<file path="config.mk">
export PLATFORM = sky130hd
export DESIGN_NAME = fact_cu
export DESIGN_NICKNAME = d
export VERILOG_FILES = /design/src/rtl/fact_cu.sv
export SDC_FILE = /design/constraint.sdc
export NUM_CORES = 1
export LEC_CHECK = 0
export ABC_AREA = 1
export CAP_MARGIN = 20
export CORE_AREA = 2 2 39 41
export CTS_CLUSTER_SIZE = 16
export DETAILED_ROUTE_END_ITERATION = 7
export DIE_AREA = 0 0 41 43
export PLACE_DENSITY = 0.65
export REMOVE_ABC_BUFFERS = 1
export SYNTH_ARGS = -nofsm -noshare
export SYNTH_HDL_FRONTEND = slang
export SYNTH_SLANG_ARGS = --single-unit
export TNS_END_PERCENT = 100
</file>
<file path="constraint.sdc">
create_clock -name Clk -period 1.15 [get_ports Clk]
set_input_delay 0.23 -clock Clk [delete_from_list [all_inputs] [get_ports Clk]]
set_output_delay 0.23 -clock Clk [all_outputs]
set_load 0.01 [all_outputs]
</file>
<file path="src/rtl/fact_cu.sv">
// Moore control unit for the factorial datapath: sequences counter load/decrement,
// product register and output buffer, and rejects operands whose factorial overflows 32 bits.
module fact_cu #(
    parameter int IWIDE = 4,
    parameter int MAX_N = 12
) (
    input  logic             Clk,
    input  logic             Rst,
    input  logic             Go,
    input  logic [IWIDE-1:0] n,
    input  logic             greater,
    output logic             cld,
    output logic             cen,
    output logic             s1,
    output logic             ren,
    output logic             ben,
    output logic             Done,
    output logic             Err,
    output logic             Busy,
    output logic [2:0]       cs
);

    typedef enum logic [2:0] {
        S_IDLE  = 3'd0,
        S_LOAD  = 3'd1,
        S_CHECK = 3'd2,
        S_MULT  = 3'd3,
        S_DONE  = 3'd4,
        S_ERR   = 3'd5
    } state_t;

    typedef struct packed {
        logic cld;
        logic cen;
        logic s1;
        logic ren;
        logic ben;
        logic done;
        logic err;
        logic busy;
    } ctrl_t;

    localparam logic [IWIDE-1:0] MAX_N_W = IWIDE'(MAX_N);

    state_t r_state;
    state_t w_state_next;
    ctrl_t  r_ctrl;
    ctrl_t  w_ctrl_next;

    always_comb begin
        w_state_next = S_IDLE;
        case (r_state)
            S_IDLE:  w_state_next = Go ? ((n > MAX_N_W) ? S_ERR : S_LOAD) : S_IDLE;
            S_LOAD:  w_state_next = S_CHECK;
            S_CHECK: w_state_next = greater ? S_MULT : S_DONE;
            S_MULT:  w_state_next = S_CHECK;
            // Go must fall before a new request is accepted (4-phase handshake)
            S_DONE:  w_state_next = Go ? S_DONE : S_IDLE;
            S_ERR:   w_state_next = Go ? S_ERR : S_IDLE;
            default: w_state_next = S_IDLE;
        endcase
    end

    // Strobes for a given state; registered alongside the state so outputs stay glitch-free.
    function automatic ctrl_t decode(input state_t s);
        ctrl_t c;
        c = '0;
        case (s)
            S_LOAD: begin
                c.cld  = 1'b1;
                c.ren  = 1'b1;
                c.busy = 1'b1;
            end
            S_CHECK: c.busy = 1'b1;
            S_MULT: begin
                c.s1   = 1'b1;
                c.ren  = 1'b1;
                c.cen  = 1'b1;
                c.busy = 1'b1;
            end
            S_DONE: begin
                c.ben  = 1'b1;
                c.done = 1'b1;
            end
            S_ERR:   c.err = 1'b1;
            default: c = '0;
        endcase
        return c;
    endfunction

    assign w_ctrl_next = decode(w_state_next);

    always_ff @(posedge Clk) begin
        if (Rst) begin
            r_state <= S_IDLE;
            r_ctrl  <= '0;
        end else begin
            r_state <= w_state_next;
            r_ctrl  <= w_ctrl_next;
        end
    end

    assign cld  = r_ctrl.cld;
    assign cen  = r_ctrl.cen;
    assign s1   = r_ctrl.s1;
    assign ren  = r_ctrl.ren;
    assign ben  = r_ctrl.ben;
    assign Done = r_ctrl.done;
    assign Err  = r_ctrl.err;
    assign Busy = r_ctrl.busy;
    assign cs   = r_state;

endmodule
</file>
==> run metrics, run 1 <==
power density cells 1110 nW/µm²; Cell Rows 14; initial cell density of the core 0.304; CP arrival 1.27 ns; Mapped Avg Cell Area 7.13 µm²; detailed-route via count 453; CTS Root Cell clkbuf_4; fin. max-slew vios 0; P_int ~570 µW; logic gate share of total power 0.268; Layout Nets 95; 1st-pass router iterations 4; global router's overall resource usage 0.124; Post-Syn Area approximately 420 µm²; Mapped Cells 59; die width 41 µm; overall power 782 µW; FF+latch count, synth 9; Hold Startpoint Go; family with the most delay on the worst path buffers and inverters; layout cells sized above 1 0.302; crit start category flop; Yosys Warn Count 0; chip height 43 µm; Static Leak 0.000400 µW; CP max-delay cell dfxtp_2; slew margin rel. 0.871; switch share 0.268; ANT cells 0; worst ir drop on vdd 812 µV; CTS tree built; Final Hold Vio Count 0; cell mode on critical path buf_4; core area 1380 µm²; Hold Path Class in2reg; CP peak stage delay 0.32 ns; Sequential Power Share 0.438; Die ar. 1760 µm²; fmax 0.917 GHz; initial DRC count 12; hold endpoint Busy$_SDFF_PP0_; most frequent cells in the layout nand2_1 (13), dlygate4sd2_1 (11), nor2_1 (8), dfxtp_1 (7), inv_1 (7); CTS max path bufs 2; wire length per cell 9.86 µm; worst slew pin tran 0.193 ns; Final Cycle Share 0.948; minimum clock period 1.09 ns; drt drc 0; largest net degree at the start of global routing 7; RSZ-0062 raised after global routing true; commonest non-fill, non-tap cell in the layout nand2_1; Max Cap Violations 0; HPWL Detailed 750 µm; Crit. End Element flop; Cell variety after synth 14; r2r setup slk 0.06 ns; Worst-path clk slew 0.06 ns; initial antenna violation count 0; worst-path cell chain buf_6 > nor2_2 > buf_4 > o21ai_4 > buf_4 > a21oi_1; Final Util 0.509; top routing layer in use met3; Via density 4.44; I/O Buffers 18; grt total ovfl 0; hold depth 4; CP Buf/Inv Count 3; first-pass GRT wire length 1480 µm; status complete, no violations; total routed wirelength 1010 µm; critical path required time 1.33 ns; IO Pins 19; R2R Path End cs[0]$_SDFF_PP0_; Reg2Reg Depth 6; routed length on met2 557 µm; Layout Area Growth over Synthesis 67.6%; Clock Latency Late Sink 0.25 ns; DR WL met3 approximately 75 µm; setup TNS 0 ns; Placer Congestion just over 0.8; Fin Clk Skew 0.000784 ns; Metal-1 WL 373 µm; Crit Reg-Reg Startpoint cs[1]$_SDFF_PP0_; Net Switching 210 µW; clock tree sinks 9; Seq/Total Area, Yosys 0.429; endpoints failing setup 0; cts bufs inserted 3; crit-path max FO 5; Clock Power Share 0.293; htree depth 1; post-route ant nets 0; vias in the first global route 400; Crit Path Category reg2reg
## kinds of logic (layout without fill, tap and decap cells)
kind of cell / count (synthesis) / count (layout) / synth area share
DFF: 9 / 9 / 0.429
AOI/OAI and AO/OA: 4 / 4 / 0.0744
buffers and inverters: 13 / 40 / 0.134
and+or+nand+nor: 33 / 33 / 0.363
## cell type report
cell class              instances  area (µm²)
well taps                      16        20.0
fillers                       149         679
clock buffers                   4        26.3
flip-flops and latches          9         183
repair buffers                 25         233
multi-input cells              37         199
inverters                      11        43.8
## registers in the layout, summed over array words and instances (netlist names)
register and cells:
ben 1, cs 3, cen 1, Err 1, cld 1, ren 1
Busy 1
## worst max-delay path by stage
stage | start | to | cells after the start
global route | cs[2]$_SDFF_PP0_ | Err$_SDFF_PP0_ | 8
global placement | Go | Err$_SDFF_PP0_ | 7
finish | cs[1]$_SDFF_PP0_ | cs[0]$_SDFF_PP0_ | 6
floorplan | cs[2]$_SDFF_PP0_ | ren$_SDFF_PP0_ | 7
CTS | cs[2]$_SDFF_PP0_ | Busy$_SDFF_PP0_ | 7
detailed placement | Go | ren$_SDFF_PP0_ | 8
## through the flow
step           setup slack, ns  cell area (µm²)  instances  hold WS [ns]
2_1_floorplan           0.0884              405         57         0.299
3_3_place_gp            -0.245              651         97         0.668
3_5_place_dp            -0.279              651         97         0.664
4_1_cts                 0.0114              666        101         0.645
5_1_grt                -0.0128              704        102         0.452
6_report                0.0598              704        102         0.455
## tightest hold or removal path: stages
cell,delay [ns]
dlymetal6s2s_1,0.16
nand3_1,0.12
nand4_1,0.10
nor2_1,0.05
## synthesized netlist by cell type
cell type  instances  area [µm²]
nor2_4             1        11.3
nand2_1           14        52.6
dfxtp_1            9         180
nand4_1            1        6.26
nand3_2            2        20.0
nor2_2             1        6.26
inv_1              7        26.3
clkinv_1           1        3.75
nor2_1            11        41.3
inv_2              3        11.3
a21oi_1            3        15.0
o21ai_4            1        16.3
nand3_1            3        15.0
buf_4              2        15.0
## power groups by stage
stage / clock network, µW / registers, µW / logic (µW)
floorplan: 0 / 371 / 71.9
global placement: 0 / 349 / 202
detailed placement: 0 / 349 / 205
CTS: 247 / 341 / 191
global route: 271 / 345 / 229
finish: 229 / 343 / 210
## per-layer routing
| layer | vias up | global-route usage |
|---|---|---|
| met5 | - | 0 |
| met4 | 0 | 0.0333 |
| met3 | 0 | 0.0785 |
| met2 | 16 | 0.197 |
| met1 | 208 | 0.132 |
| li1 | 229 | - |
## timing repair
action                                  CTS  global route
endpoints found under the setup margin   13             6
gates resized for setup                  12            12
hold buffers                              0             0
setup buffers                             0             1
pin swaps                                 0             5
No activity file was read; power rests on OpenSTA's default activity.
==> inputs of run 2 (changes only) <==
--- a/config.mk
+++ b/config.mk
@@ -11,8 +11,10 @@
 export CTS_CLUSTER_SIZE = 16
 export DETAILED_ROUTE_END_ITERATION = 7
 export DIE_AREA = 0 0 41 43
+export HOLD_SLACK_MARGIN = 0.06
 export PLACE_DENSITY = 0.65
 export REMOVE_ABC_BUFFERS = 1
+export SKIP_CTS_REPAIR_TIMING = 1
 export SYNTH_ARGS = -nofsm -noshare
 export SYNTH_HDL_FRONTEND = slang
 export SYNTH_SLANG_ARGS = --single-unit
==> run metrics, run 2 (synthesis gave the netlist of run 1 again) <==
status complete, no violations (unchanged); Clock Latency Late Sink 0.26 ns (was 0.25 ns); fmax 0.907 GHz (was 0.917 GHz); setup TNS 0 ns (unchanged); I/O Buffers 18 (unchanged); fillers 138 (was 149); post-route ant nets 0 (unchanged); first-pass GRT wire length 1460 µm (was 1480 µm); crit start category flop (unchanged); final worst slack 0.0479 ns (was 0.0598 ns); initial cell density of the core 0.304 (unchanged); chip height 43 µm (unchanged); Final Cycle Share 0.958 (was 0.948); cts bufs inserted 3 (unchanged); Cell Rows 14 (unchanged); slew margin rel. 0.873 (was 0.871); wire length per cell 11.2 µm (was 9.86 µm); largest net degree at the start of global routing 7 (unchanged); clock tree sinks 9 (unchanged); IO Pins 19 (unchanged); most frequent cells in the layout nand2_1 (14), dlymetal6s2s_1 (12), nor2_1 (9), dfxtp_1 (7), inv_1 (7) (was nand2_1 (13), dlygate4sd2_1 (11), nor2_1 (8), dfxtp_1 (7), inv_1 (7)); 1st-pass router iterations 4 (unchanged); htree depth 1 (unchanged); Final Hold Vio Count 0 (unchanged); Hold Path Class in2reg (unchanged); Fin Clk Skew 0.00409 ns (was 0.000784 ns); Crit. End Element flop (unchanged); Max Cap Violations 0 (unchanged); HPWL Detailed 750 µm (unchanged); worst slew pin tran 0.190 ns (was 0.193 ns); Placer Congestion 0.824 (unchanged); initial antenna violation count 0 (unchanged); global router's overall resource usage 0.123 (was 0.124); Die ar. 1760 µm² (unchanged); total routed wirelength 1140 µm (was 1010 µm); endpoints failing setup 0 (unchanged); Crit Path Category reg2reg (unchanged); CP arrival 1.29 ns (was 1.27 ns); CTS tree built (unchanged); Post-Place Worst Slack -0.279 ns (unchanged); CTS Root Cell clkbuf_4 (unchanged); critical path required time 1.34 ns (was 1.33 ns); commonest non-fill, non-tap cell in the layout nand2_1 (unchanged); Worst-path clk slew 0.06 ns (about the same); CTS max path bufs 2 (unchanged); Hold Slack 0.461 ns (was 0.455 ns); Static Leak 0.000541 µW (was 0.000400 µW); worst ir drop on vdd 818 µV (was 812 µV); power density cells 1080 nW/µm² (was 1110 nW/µm²); RSZ-0062 raised after global routing true (unchanged); crit-path max FO 5 (unchanged); Via density 4.65 (was 4.44); layout cells sized above 1 0.291 (was 0.302); fin. max-slew vios 0 (unchanged); die width 41 µm (unchanged); core area 1380 µm² (unchanged); detailed-route via count 474 (was 453); Layout Nets 95 (unchanged); overall power 812 µW (was 782 µW); ANT cells 0 (unchanged); Layout Area Growth over Synthesis 78.9% (was 67.6%); grt total ovfl 0 (unchanged); initial DRC count 10 (was 12); minimum clock period 1.10 ns (was 1.09 ns); number of flip-flops in the largest register 3 (unchanged); vias in the first global route 396 (was 400); drt drc 0 (unchanged)
==> run 2: cell count changes in the layout (fill, tap and decap cells not counted), sizes merged <==
cell	before	now
dlymetal6s2s	1	12
dlygate4sd2	11	0
==> run 2: per-stage QoR <==
step	instances	area, µm²	utilization
after floorplan	57	405	-
after global placement	97	651	0.470
after detailed placement	97	651	0.470
after CTS	101	677	0.489
after global routing	102	752	0.543
final	102	752	0.543
==> run 2: routing by layer <==
metal  vias up  track usage  part of all wire
li1        231            -                 -
met1       213        0.132              0.35
met2        28        0.194              0.54
met3         2       0.0785             0.089
met4         0       0.0333             0.021
met5         -            0                 0
==> run 2: final timing paths <==
path	from	to	slack [ns]	cells after the start
worst min-delay path	Go	Busy$_SDFF_PP0_	0.46	4
worst max-delay path	cs[0]$_SDFF_PP0_	cs[0]$_SDFF_PP0_	0.05	6
worst min register to register	cs[1]$_SDFF_PP0_	cen$_SDFF_PP0_	0.56	2
worst max register to register	cs[0]$_SDFF_PP0_	cs[0]$_SDFF_PP0_	0.05	6
==> run 2: layout make-up <==
type                            count  area (µm²)  share of cell area
Sequential cell                     9         183               0.243
Tap cell                           16        20.0              0.0266
Inverter                           11        43.8              0.0582
Clock buffer                        4        26.3              0.0349
Multi-Input combinational cell     37         205               0.273
Timing Repair Buffer               25         274               0.364
==> run 2: critical path, stage by stage (launching register included) <==
cell,delay [ns]
dfxtp_1,0.31
buf_6,0.13
nor2_4,0.16
buf_6,0.13
o21ai_4,0.06
buf_4,0.14
a21oi_2,0.10
==> run 2: where the power goes <==
part	total (µW)	internal (µW)	leakage, µW	switching (µW)
sequential	347	335	0.0000745	12.0
clock	238	133	0.0000150	105
combinational	227	119	0.000452	108
